<file path="config.mk">
export PLATFORM = sky130hd
export DESIGN_NAME = calc_resp_encoder
export DESIGN_NICKNAME = d
export VERILOG_FILES = /design/src/rtl/calc_pkg.sv /design/src/rtl/calc_res_fifo.sv /design/src/rtl/calc_resp_encoder.sv
export SDC_FILE = /design/constraint.sdc
export NUM_CORES = 1
export LEC_CHECK = 0
export ABC_CLOCK_PERIOD_IN_PS = 6750
export BUFFER_PORTS_ARGS = -buffer_cell sky130_fd_sc_hd__buf_2
export CAP_MARGIN = 15
export CELL_PAD_IN_SITES_DETAIL_PLACEMENT = 0
export CELL_PAD_IN_SITES_GLOBAL_PLACEMENT = 1
export CORE_AREA = 2 2 208 108
export CTS_BUF_LIST = sky130_fd_sc_hd__clkbuf_16
export CTS_CLUSTER_DIAMETER = 100
export DETAILED_ROUTE_END_ITERATION = 8
export DIE_AREA = 0 0 210 110
export PLACE_DENSITY = 0.64
export SYNTH_ARGS = -nofsm -noshare
export SYNTH_HDL_FRONTEND = slang
export SYNTH_SLANG_ARGS = --single-unit
export TNS_END_PERCENT = 20
</file>
<file path="constraint.sdc">
create_clock -name clk -period 6.75 [get_ports clk]
set_input_delay 2.025 -clock clk [delete_from_list [all_inputs] [get_ports clk]]
set_output_delay 2.025 -clock clk [all_outputs]
set_load 0.02 [all_outputs]
</file>
<file path="src/rtl/calc_pkg.sv">
// calc_pkg: shared FSM state type and ASCII constants for the calculator result encoder
package calc_pkg;
  typedef enum logic [1:0] {IDLE, DIGIT, CR, LF} state_t;
  localparam logic [7:0] ASC_0     = 8'h30;
  localparam logic [7:0] ASC_A_M10 = 8'h37;
  localparam logic [7:0] ASC_CR    = 8'h0D;
  localparam logic [7:0] ASC_LF    = 8'h0A;
  function automatic logic [7:0] hex_asc(input logic [3:0] nib);
    return (nib < 4'd10 ? ASC_0 : ASC_A_M10) + {4'h0, nib};
  endfunction
endpackage

</file>
<file path="src/rtl/calc_res_fifo.sv">
// calc_res_fifo: show-ahead register FIFO with extra-MSB pointers for full/empty detection
module calc_res_fifo #(
  parameter int RES_W = 32,
  parameter int DEPTH = 4
) (
  input  logic             clk,
  input  logic             n_rst,
  input  logic             push,
  input  logic             pop,
  input  logic [RES_W-1:0] din,
  output logic [RES_W-1:0] dout,
  output logic             full,
  output logic             empty
);
  localparam int AW = $clog2(DEPTH);
  logic [AW:0] wp, rp;
  logic [RES_W-1:0] mem [DEPTH];
  always_ff @(posedge clk or negedge n_rst)
    if (!n_rst) begin
      wp <= '0;
      rp <= '0;
    end else begin
      if (push) wp <= wp + 1'b1;
      if (pop) rp <= rp + 1'b1;
    end
  always_ff @(posedge clk)
    if (push) mem[wp[AW-1:0]] <= din;
  always_comb begin
    dout  = mem[rp[AW-1:0]];
    empty = wp == rp;
    full  = wp[AW] != rp[AW] && wp[AW-1:0] == rp[AW-1:0];
  end
endmodule

</file>
<file path="src/rtl/calc_resp_encoder.sv">
// calc_resp_encoder: queues ALU results and streams them as uppercase hex ASCII lines ending CR LF
module calc_resp_encoder
  import calc_pkg::*;
#(
  parameter int RES_W = 32,
  parameter int DEPTH = 4
) (
  input  logic             clk,
  input  logic             n_rst,
  input  logic             alu_done,
  input  logic [RES_W-1:0] calc_res,
  input  logic             zsup,
  input  logic             tx_ready,
  output logic [7:0]       tx_data,
  output logic             uout_valid,
  output logic             fifo_full,
  output logic             ovf
);
  localparam int NDIG = RES_W / 4;
  localparam int DW   = NDIG > 1 ? $clog2(NDIG) : 1;
  state_t state, state_n;
  logic [RES_W-1:0] sh, sh_n, dout;
  logic [DW-1:0] dcnt, dcnt_n;
  logic zs, zs_n, lead, lead_n, empty, pop, push, xfer, skip, valid_n;
  logic [3:0] nib_n;
  logic [7:0] data_n;
  calc_res_fifo #(.RES_W(RES_W), .DEPTH(DEPTH)) u_fifo (
    .clk(clk), .n_rst(n_rst), .push(push), .pop(pop), .din(calc_res),
    .dout(dout), .full(fifo_full), .empty(empty)
  );
  always_comb begin
    skip    = zs && lead && sh[RES_W-1 -: 4] == 4'd0 && dcnt != '0;
    xfer    = uout_valid && tx_ready;
    pop     = state == IDLE && !empty;
    push    = alu_done && (!fifo_full || pop);
    state_n = state;
    sh_n    = sh;
    zs_n    = zs;
    dcnt_n  = dcnt;
    lead_n  = lead;
    unique case (state)
      IDLE: if (!empty) begin
        state_n = DIGIT;
        sh_n    = dout;
        zs_n    = zsup;
        dcnt_n  = DW'(NDIG - 1);
        lead_n  = 1'b1;
      end
      DIGIT: if (skip || xfer) begin
        sh_n    = sh << 4;
        dcnt_n  = dcnt - 1'b1;
        lead_n  = skip;
        state_n = xfer && dcnt == '0 ? CR : DIGIT;
      end
      CR: state_n = xfer ? LF : CR;
      LF: state_n = xfer ? IDLE : LF;
    endcase
    // outputs are registered from the next state so the first digit appears right after the pop
    nib_n   = sh_n[RES_W-1 -: 4];
    valid_n = state_n == CR || state_n == LF ||
              (state_n == DIGIT && !(zs_n && lead_n && nib_n == 4'd0 && dcnt_n != '0));
    data_n  = state_n == CR ? ASC_CR : state_n == LF ? ASC_LF :
              state_n == DIGIT ? hex_asc(nib_n) : 8'h00;
  end
  always_ff @(posedge clk or negedge n_rst)
    if (!n_rst) begin
      state      <= IDLE;
      sh         <= '0;
      zs         <= 1'b0;
      dcnt       <= '0;
      lead       <= 1'b0;
      tx_data    <= 8'h00;
      uout_valid <= 1'b0;
      ovf        <= 1'b0;
    end else begin
      state      <= state_n;
      sh         <= sh_n;
      zs         <= zs_n;
      dcnt       <= dcnt_n;
      lead       <= lead_n;
      tx_data    <= data_n;
      uout_valid <= valid_n;
      ovf        <= ovf | (alu_done && fifo_full && !pop);
    end
endmodule

</file>
==> results of run 1 <==
[synthesized netlist by cell type, types with 2 or more instances]
cell type	count
sky130_fd_sc_hd__a32oi_1	2
sky130_fd_sc_hd__o31a_1	2
sky130_fd_sc_hd__ha_1	9
sky130_fd_sc_hd__inv_2	2
sky130_fd_sc_hd__a22oi_1	25
sky130_fd_sc_hd__o21ai_0	5
sky130_fd_sc_hd__xor2_1	4
sky130_fd_sc_hd__nor2_1	8
sky130_fd_sc_hd__nor2b_1	3
sky130_fd_sc_hd__edfxtp_1	128
sky130_fd_sc_hd__mux4_2	32
sky130_fd_sc_hd__buf_2	4
sky130_fd_sc_hd__a21oi_1	5
sky130_fd_sc_hd__nand3_1	4
sky130_fd_sc_hd__clkbuf_1	10
sky130_fd_sc_hd__a22o_1	4
sky130_fd_sc_hd__nor3_1	3
sky130_fd_sc_hd__o31ai_1	3
sky130_fd_sc_hd__o211ai_1	4
sky130_fd_sc_hd__a21boi_0	2
sky130_fd_sc_hd__a21o_1	5
sky130_fd_sc_hd__and2_1	6
sky130_fd_sc_hd__buf_1	3
sky130_fd_sc_hd__xnor2_1	6
sky130_fd_sc_hd__dfrtp_1	54
sky130_fd_sc_hd__nand2_1	57
sky130_fd_sc_hd__inv_1	12
[per-layer routing]
layer  GRT usage (%)  share of wire (%)  wire (um)  up-vias
met4            3.55               0.63         97        0
met2            20.4                 42       6370      111
met3            5.13                6.7       1030        9
li1                -                  -          -     1786
met5               0                  0          0        -
met1            21.1                 51       7800     2028
[placed cells by master (no fill, tap or decap), types with 5 or more instances in the layout]
cell                          n
sky130_fd_sc_hd__a21o_1       5
sky130_fd_sc_hd__a21oi_1      5
sky130_fd_sc_hd__a22oi_1     25
sky130_fd_sc_hd__and2_1       6
sky130_fd_sc_hd__buf_2       46
sky130_fd_sc_hd__buf_4       10
sky130_fd_sc_hd__clkbuf_16   17
sky130_fd_sc_hd__dfrtp_1     53
sky130_fd_sc_hd__edfxtp_1   128
sky130_fd_sc_hd__ha_1         9
sky130_fd_sc_hd__inv_1       14
sky130_fd_sc_hd__mux4_2      32
sky130_fd_sc_hd__nand2_1     57
sky130_fd_sc_hd__nor2_1       8
sky130_fd_sc_hd__o21ai_0      5
sky130_fd_sc_hd__xnor2_1      6
[critical path, cell delays in order, from the launching register on]
cell and delay [ns]:
sky130_fd_sc_hd__dfrtp_2 0.81, sky130_fd_sc_hd__buf_4 0.49, sky130_fd_sc_hd__xnor2_1 0.23, sky130_fd_sc_hd__nand2_1 0.13, sky130_fd_sc_hd__nor2_1 0.13, sky130_fd_sc_hd__buf_2 0.18
[cell families after synthesis]
kind of cell | count (synthesis) | share of synthesized area [%]
compound gates | 70 | 7.78
other cells | 1 | 0.0514
fa+ha+maj | 10 | 1.82
simple gates | 93 | 6.02
xor+xnor | 10 | 1.20
buf+inv | 33 | 1.92
mux | 33 | 10.0
flops | 182 | 71.2
[stage by stage]
step           setup WS [ns]  area (um^2)  std cells  util [%]
5_1_grt                 2.07         8410        781      39.6
3_5_place_dp            1.98         7870        749      37.0
6_report                2.32         8410        781      39.6
4_1_cts                 2.18         8410        781      39.6
3_3_place_gp            2.17         7870        749      37.0
2_1_floorplan           2.55         7300        432         -
[flip-flops by register name (all words and copies together) (netlist names)]
register,flops
state,2
uout_valid,1
sh,32
lead,1
ovf,1
dcnt,3
u_fifo.mem,128
u_fifo.rp,3
zs,1
tx_data,7
u_fifo.wp,3
[cell type report]
type / instances / area, um^2
clock inverters: 15 / 114
repair buffers: 56 / 305
fillers: 1932 / 12800
well taps: 280 / 350
flip-flops and latches: 182 / 5200
clock buffers: 17 / 425
inverters: 14 / 52.6
multi-input cells: 217 / 1960
[power by group through the flow]
stage,registers (uW),logic [uW],clock network [uW]
6_report,1670,1200,917
5_1_grt,1700,1330,994
4_1_cts,1680,1220,943
3_5_place_dp,1700,1210,0
3_3_place_gp,1690,1180,0
2_1_floorplan,1650,861,0
[worst paths after layout]
path,cells past startpoint,startpoint,slack (ns),end
max,5,u_fifo.rp[0],2.32,fifo_full
min,1,ovf,0.46,ovf
max reg2reg,12,u_fifo.rp[0],2.64,tx_data[2]
min reg2reg,1,ovf,0.46,ovf
max in group asynchronous,2,n_rst,4.51,u_fifo.rp[0]
min in group asynchronous,2,n_rst,1.74,state[1]
==> summary by stage, run 1 <==
Clock network
The count of instances resized after the clock tree is built is 0. The H-tree was split into 4 levels. Buffers added to address setup during post-CTS repair amount to 0. The number of buffers inserted during clock tree synthesis is 17.

The CTS tree is done. Clock-pin slew was measured on the worst setup and hold paths at 0.07 ns. The hold buffer count at cts is 0. For the worst-skew pair, the clock arrives at the later sink with an insertion delay of 0.42 ns. The maximum number of buffers from clock root to sink is 2. In this run the clock root is driven by a sky130_fd_sc_hd__clkbuf_16. CTS saw 182 sinks.

Timing
The final number of max-transition violations was 0. Setup repair after global routing left no endpoint under its margin. Setup violations remaining at the end of the flow were counted as 0. The worst pin sits at a relative slew slack of 47.6%. The slew at the pin closest to its max-slew limit is 0.785 ns. The clock arrives with 0.0123 ns of skew. The total count of hold-check failures in the final report is 0. The portion of the clock cycle consumed by the worst path in the final layout is 65.6%. The setup total negative slack is 0 ns. The worst-case hold slack is 0.456 ns.

The shortest clock period the worst path allows after layout is 4.43 ns. For this run, the top clock speed supported by timing is 226 MHz.

Yosys
Yosys printed 0 warnings. The synthesized design contains 128 enable-type register cells. The most instantiated flip-flop cell in the synthesis netlist is sky130_fd_sc_hd__edfxtp_1. The mapped netlist covers 7300 um^2. Of all flip-flops after synthesis, the portion carrying an async set or reset was 29.7%. The cell taking the most area after synthesis is sky130_fd_sc_hd__edfxtp_1.

In this run the biggest area consumer among cell types represents 52.7% of the synthesized area. The count of cell types in the netlist is 57. Synthesis produced 432 cells. The net count after synthesis is 479. In the post-synthesis netlist, the biggest area contributors are sky130_fd_sc_hd__edfxtp_1, sky130_fd_sc_hd__dfrtp_1, sky130_fd_sc_hd__mux4_2. Sequential elements use 71.2% of the synthesized area.

Synthesis inferred 182 register bits. A synthesized cell averages 16.9 um^2.

Critical path
The category of the most critical setup path is flip-flop to output pin. The worst setup path is launched from a flip-flop. The category of the worst setup path capture point is an output pin. The arrival time of data at the critical path endpoint is 2.40 ns. Along the worst path, the maximum fanout reaches 19. STA puts the critical path data required time at 4.72 ns.

Global route
The overall track demand over capacity in global routing is 14.4%. The overflow left after global routing is 0. The number of antenna violations at the first check in global routing came to 0. The number of global-route vias before repair is 4002. The global-route wire length before repair is 23900 um. Entering global routing, the biggest net connects 55 pins.

Run
Max-cap violations in this run came to 0.

Place
The final weighted congestion in routability-driven placement is 0.863. The number of port buffers is 46. The detailed placement HPWL is 9850 um.

Route
The routed layout has 3934 vias. The number of DRC violations after detailed routing is 0. The final layout contains routed wiring with a total length of 15300 um. The number of nets still failing antenna checks after routing is 0.

Dividing the detail-routed via count by the number of cells gives 5.04. The first detailed-routing pass ran for 4 iterations. Dividing the detail-routed wire length by the instance count gives 19.6 um. The number of DRC markers in iteration 0 is 254.

Power
The design draws 3790 uW. The switching portion of total power is 34.4%. The analysis attributes to net switching a power of 1300 uW. In this run the static leakage power is 0.00318 uW. Registers are responsible for 44.0% of the overall power. The total power density per cell area is 451 nW/um^2. In this run, the clock network consumes 24.2% of the power. Combinational cells account for 31.8% of the total power. The internal power consumption is 2490 uW.

The worst-case IR drop observed on VDD is 0.178 mV.

Floorplan
The area of the core is 21300 um^2. Pin placement for this block handled 48 I/O pins. The die covers 23100 um^2. The initial core utilization is 34.3%. The die outline height is 110 um.

In this run the horizontal extent of the chip is 210 um. The site row count is 38.

Final layout
The share of layout cells above drive strength 1 is 25.7%. The net count of the finished layout is 535. Compared with the post-synthesis result, the final layout area differs by 15.2%.

0 antenna diodes ended up in the layout.

Outcome
The run finished with clean final reports.

Hold path
The class of the tightest hold or removal check is flip-flop to flip-flop.
No activity file was read; power rests on OpenSTA's default activity.
==> inputs of run 2 (changes only) <==
--- a/config.mk
+++ b/config.mk
@@ -5,17 +5,18 @@
 export SDC_FILE = /design/constraint.sdc
 export NUM_CORES = 1
 export LEC_CHECK = 0
-export ABC_CLOCK_PERIOD_IN_PS = 6750
+export ABC_AREA = 1
+export ABC_CLOCK_PERIOD_IN_PS = 4059
 export BUFFER_PORTS_ARGS = -buffer_cell sky130_fd_sc_hd__buf_2
 export CAP_MARGIN = 15
 export CELL_PAD_IN_SITES_DETAIL_PLACEMENT = 0
 export CELL_PAD_IN_SITES_GLOBAL_PLACEMENT = 1
-export CORE_AREA = 2 2 208 108
+export CORE_AREA = 2 2 211 109
 export CTS_BUF_LIST = sky130_fd_sc_hd__clkbuf_16
 export CTS_CLUSTER_DIAMETER = 100
 export DETAILED_ROUTE_END_ITERATION = 8
-export DIE_AREA = 0 0 210 110
-export PLACE_DENSITY = 0.64
+export DIE_AREA = 0 0 213 111
+export PLACE_DENSITY = 0.69
 export SYNTH_ARGS = -nofsm -noshare
 export SYNTH_HDL_FRONTEND = slang
 export SYNTH_SLANG_ARGS = --single-unit
==> constraint.sdc (replaced) <==
create_clock -name clk -period 4.06 [get_ports clk]
set_input_delay 1.218 -clock clk [delete_from_list [all_inputs] [get_ports clk]]
set_output_delay 1.218 -clock clk [all_outputs]
set_load 0.02 [all_outputs]
==> summary by stage, run 2 <==
Global route
The number of antenna violations at the first check in global routing is 1 (+1). The overflow left after global routing is 0 (unchanged). The global-route met2 utilization is 18.8% (-1.5 points). The number of global-route vias before repair is 4589 (+15%).

The met1 usage in global routing is 26.1% (+5.0 points). The global-route wire length before repair is 27100 um (+13%). The met3 demand-to-capacity share in global routing is 4.02% (-1.1 points). The global-route layer with the greatest usage is met1. The maximum number of pins on one net before global-route repair is 55 (unchanged). The overall track demand over capacity in global routing is 15.5% (+1.1 points).

Final layout
The most common cell after layout, fill and taps aside is sky130_fd_sc_hd__edfxtp_1. The register area is 5200 um^2 (unchanged). The share of layout cells above drive strength 1 is 15.5% (-10 points).

The footprint of the multi-input gates is 1970 um^2 (+0.19%). The total number of nets in the final design was 738 (+38%). The area growth from synthesis to layout is 14.9%.

The total inserted antenna cells is 0 (unchanged). The final design instance area without fill is 8670 um^2 (+3.2%). The number of flip-flops in the largest register is 128 (unchanged). The fill cell instance count of the final layout is 2117 (+9.6%).

Leaving out fill and tap cells, the most frequent cells in the layout are sky130_fd_sc_hd__edfxtp_1, sky130_fd_sc_hd__inv_1, sky130_fd_sc_hd__nor2_1.

Route
The total detailed-routing wirelength is 17000 um (+11%). The number of DRC violations after detailed routing is 0 (unchanged). The via density per instance is 4.76 (-5.4%).

The number of DRC markers in iteration 0 is 368 (+45%). The number of vias in the routed layout is 4812 (+22%). The average wire per cell in the routed design is 16.8 um (-14%). The number of nets still failing antenna checks after routing was 0 (unchanged). The number of iterations in the first detailed-routing pass is 5 (+1).

Timing
The final number of max-transition violations is 0 (unchanged). Setup repair after global routing left no endpoint under its margin. The setup total negative slack is 0 ns (unchanged). The worst max-slew margin expressed relative to the limit is 38.4% (-9.2 points). The final worst slack is 0.804 ns (-1.52 ns). The final worst clock skew is 0.00843 ns (-0.00391 ns). The total count of hold-check failures in the final report was 0 (unchanged). The portion of the clock cycle consumed by the worst path in the final layout is 80.2%. The final-report setup violation count is 0 (unchanged). The slew at the pin closest to its max-slew limit came to 0.924 ns (+0.139 ns).

Derived from the worst setup path, the maximum achievable clock frequency is 307 MHz. The smallest clock period supported by the final layout is computed as 3.26 ns.

Clock network
The maximum number of buffers from clock root to sink is 2 (unchanged). The CTS tree is done. The count of clock tree sinks is 182 (unchanged). The clock tree root driver cell is sky130_fd_sc_hd__clkbuf_16. The count of instances resized after the clock tree is built is 0 (unchanged). The post-CTS setup buffer count is 0 (unchanged). The hold buffer count at cts is 0 (unchanged). The clock latency on the worst-skew pair is 0.43 ns (about the same). The maximum level of the CTS H-tree was 4 (unchanged). The clock transition at the registers of the reported paths was 0.06 ns (about the same). The number of buffers inserted during clock tree synthesis is 17 (unchanged).

Yosys
The post-synthesis instance area is 7550 um^2 (+3.4%). The number of synthesized flops with an enable pin is 128 (unchanged). The number of synthesis warnings is 0 (unchanged). Sorting the synthesized cells by area gives the leading types as sky130_fd_sc_hd__edfxtp_1, sky130_fd_sc_hd__dfrtp_1, sky130_fd_sc_hd__o21ai_0.

Among all flip-flop cells after synthesis, the most frequent one is sky130_fd_sc_hd__edfxtp_1. The post-synthesis async set-or-reset flop share is 29.7% (unchanged). The net count after synthesis is 690 (+44%). The count of cell types in the netlist is 35 (-39%). The number of synthesized register bits is 182 (unchanged).

The top-area cell type share of the netlist area is 50.9% (-1.7 points). The proportion of synthesized chip area in sequential cells is 68.8% (-2.3 points). The dominant cell by count in the synthesized netlist is sky130_fd_sc_hd__edfxtp_1. The average cell area after synthesis is 11.7 um^2 (-31%).

sky130_fd_sc_hd__edfxtp_1 takes more of the synthesized area than any other cell. The gate count after technology mapping came to 643 (+49%). In the synthesized netlist, the cells that appear most often are sky130_fd_sc_hd__edfxtp_1, sky130_fd_sc_hd__nor2_1, sky130_fd_sc_hd__nand2_1, sky130_fd_sc_hd__inv_1, sky130_fd_sc_hd__o21ai_0.

Place
The setup slack at placement is 0.712 ns (-1.27 ns). The detailed placement HPWL was 11000 um (+12%). The number of port buffers came to 46 (unchanged). The area of placed instances is 8150 um^2 (+3.6%). The final weighted congestion in routability-driven placement is 0.788 (-8.6%).

Critical path
The data required time at the worst endpoint is 2.84 ns (-1.88 ns). The worst setup path is launched from a flip-flop. The largest fanout on the critical path is 38 (+19).

The arrival time of data at the critical path endpoint is 2.04 ns (-0.36 ns). The depth of the worst register-to-register path came to 15 (+3). The worst setup path is captured at an output pin. The category of the most critical setup path is flip-flop to output pin.

Floorplan
The area of the core was 22100 um^2 (+4.0%). The initial core utilization was 34.1% (-0.20 points). The total I/O pin count is 48 (unchanged). The site row count is 39 (+2.6%).

The die width came to 213 um (+1.4%). The die outline height is 111 um (+0.91%). The area of the die is 23600 um^2 (+2.4%).

Power
The static leakage is 0.00336 uW (+5.7%). The total power density per cell area came to 737 nW/um^2 (+63%). The worst ir drop on vdd is 0.390 mV (+120%).

Outcome
The run finished with clean final reports.

Hold path
The worst hold path belongs to the class flip-flop to flip-flop. The number of cells on the worst hold path came to 1 (unchanged).

Run
The max capacitance violation total came to 0 (unchanged).
-- run 2: cell types whose count changed in the layout (fill, tap and decap cells not counted), sizes merged, moves of 25 or more --
cell,delta
inv,+61
nand3,+25
o22ai,+30
nand2,+26
o21ai,+65
a22oi,-25
nor2,+74
mux4,-32
-- run 2: cell type report --
class                           count  area share (%)
Inverter                           75            3.25
Clock buffer                       17            4.91
Tap cell                          307            4.43
Sequential cell                   182            59.9
Multi-Input combinational cell    357            22.7
Timing Repair Buffer               58            3.69
Clock inverter                     14            1.13
-- run 2: cell families after synthesis --
family	after synthesis	synth area share, %
AOI/OAI and AO/OA	138	11.0
xor gates and xnor gates	6	0.796
adders and majority gates	10	1.76
buffers and inverters	104	5.49
DFF	182	68.8
other	1	0.0497
and+or+nand+nor	202	12.0
-- run 2: stage by stage --
step           hold WS, ns  cells  utilization, %  power (uW)
2_1_floorplan        0.463    643               -        4240
3_3_place_gp         0.453    979            36.9        4920
3_5_place_dp         0.461    979            36.9        4940
4_1_cts              0.476   1010            39.2        6460
5_1_grt              0.482   1010            39.2        6860
6_report             0.472   1010            39.2        6390
-- run 2: critical path, stage by stage (launching register included) --
cell and delay (ns):
sky130_fd_sc_hd__dfrtp_2 0.65, sky130_fd_sc_hd__inv_2 0.30, sky130_fd_sc_hd__nand2_1 0.10, sky130_fd_sc_hd__nand2_2 0.10, sky130_fd_sc_hd__nand2_1 0.06, sky130_fd_sc_hd__nor2_1 0.19, sky130_fd_sc_hd__buf_2 0.20
-- run 2: where the power goes --
part	switching (uW)	leakage, uW	internal, uW
Sequential	213	0.00186	2510
Combinational	1530	0.00124	647
Clock	679	0.000262	823
-- run 2: final timing paths --
| check | from | endpoint | slack (ns) |
|---|---|---|---|
| worst max-delay path | u_fifo.rp[0] | fifo_full | 0.80 |
| min in group asynchronous | n_rst | state[1] | 0.93 |
| worst min-delay path | ovf | ovf | 0.47 |
| worst max register to register | u_fifo.rp[0] | tx_data[6] | 0.96 |
| worst min register to register | ovf | ovf | 0.47 |
| max in group asynchronous | n_rst | sh[15] | 2.37 |
-- run 2: metal layers --
metal | wire length [um] | up-vias
li1 | - | 2338
met1 | 9520 | 2333
met2 | 6460 | 125
met3 | 838 | 14
met4 | 165 | 2
met5 | 11 | -
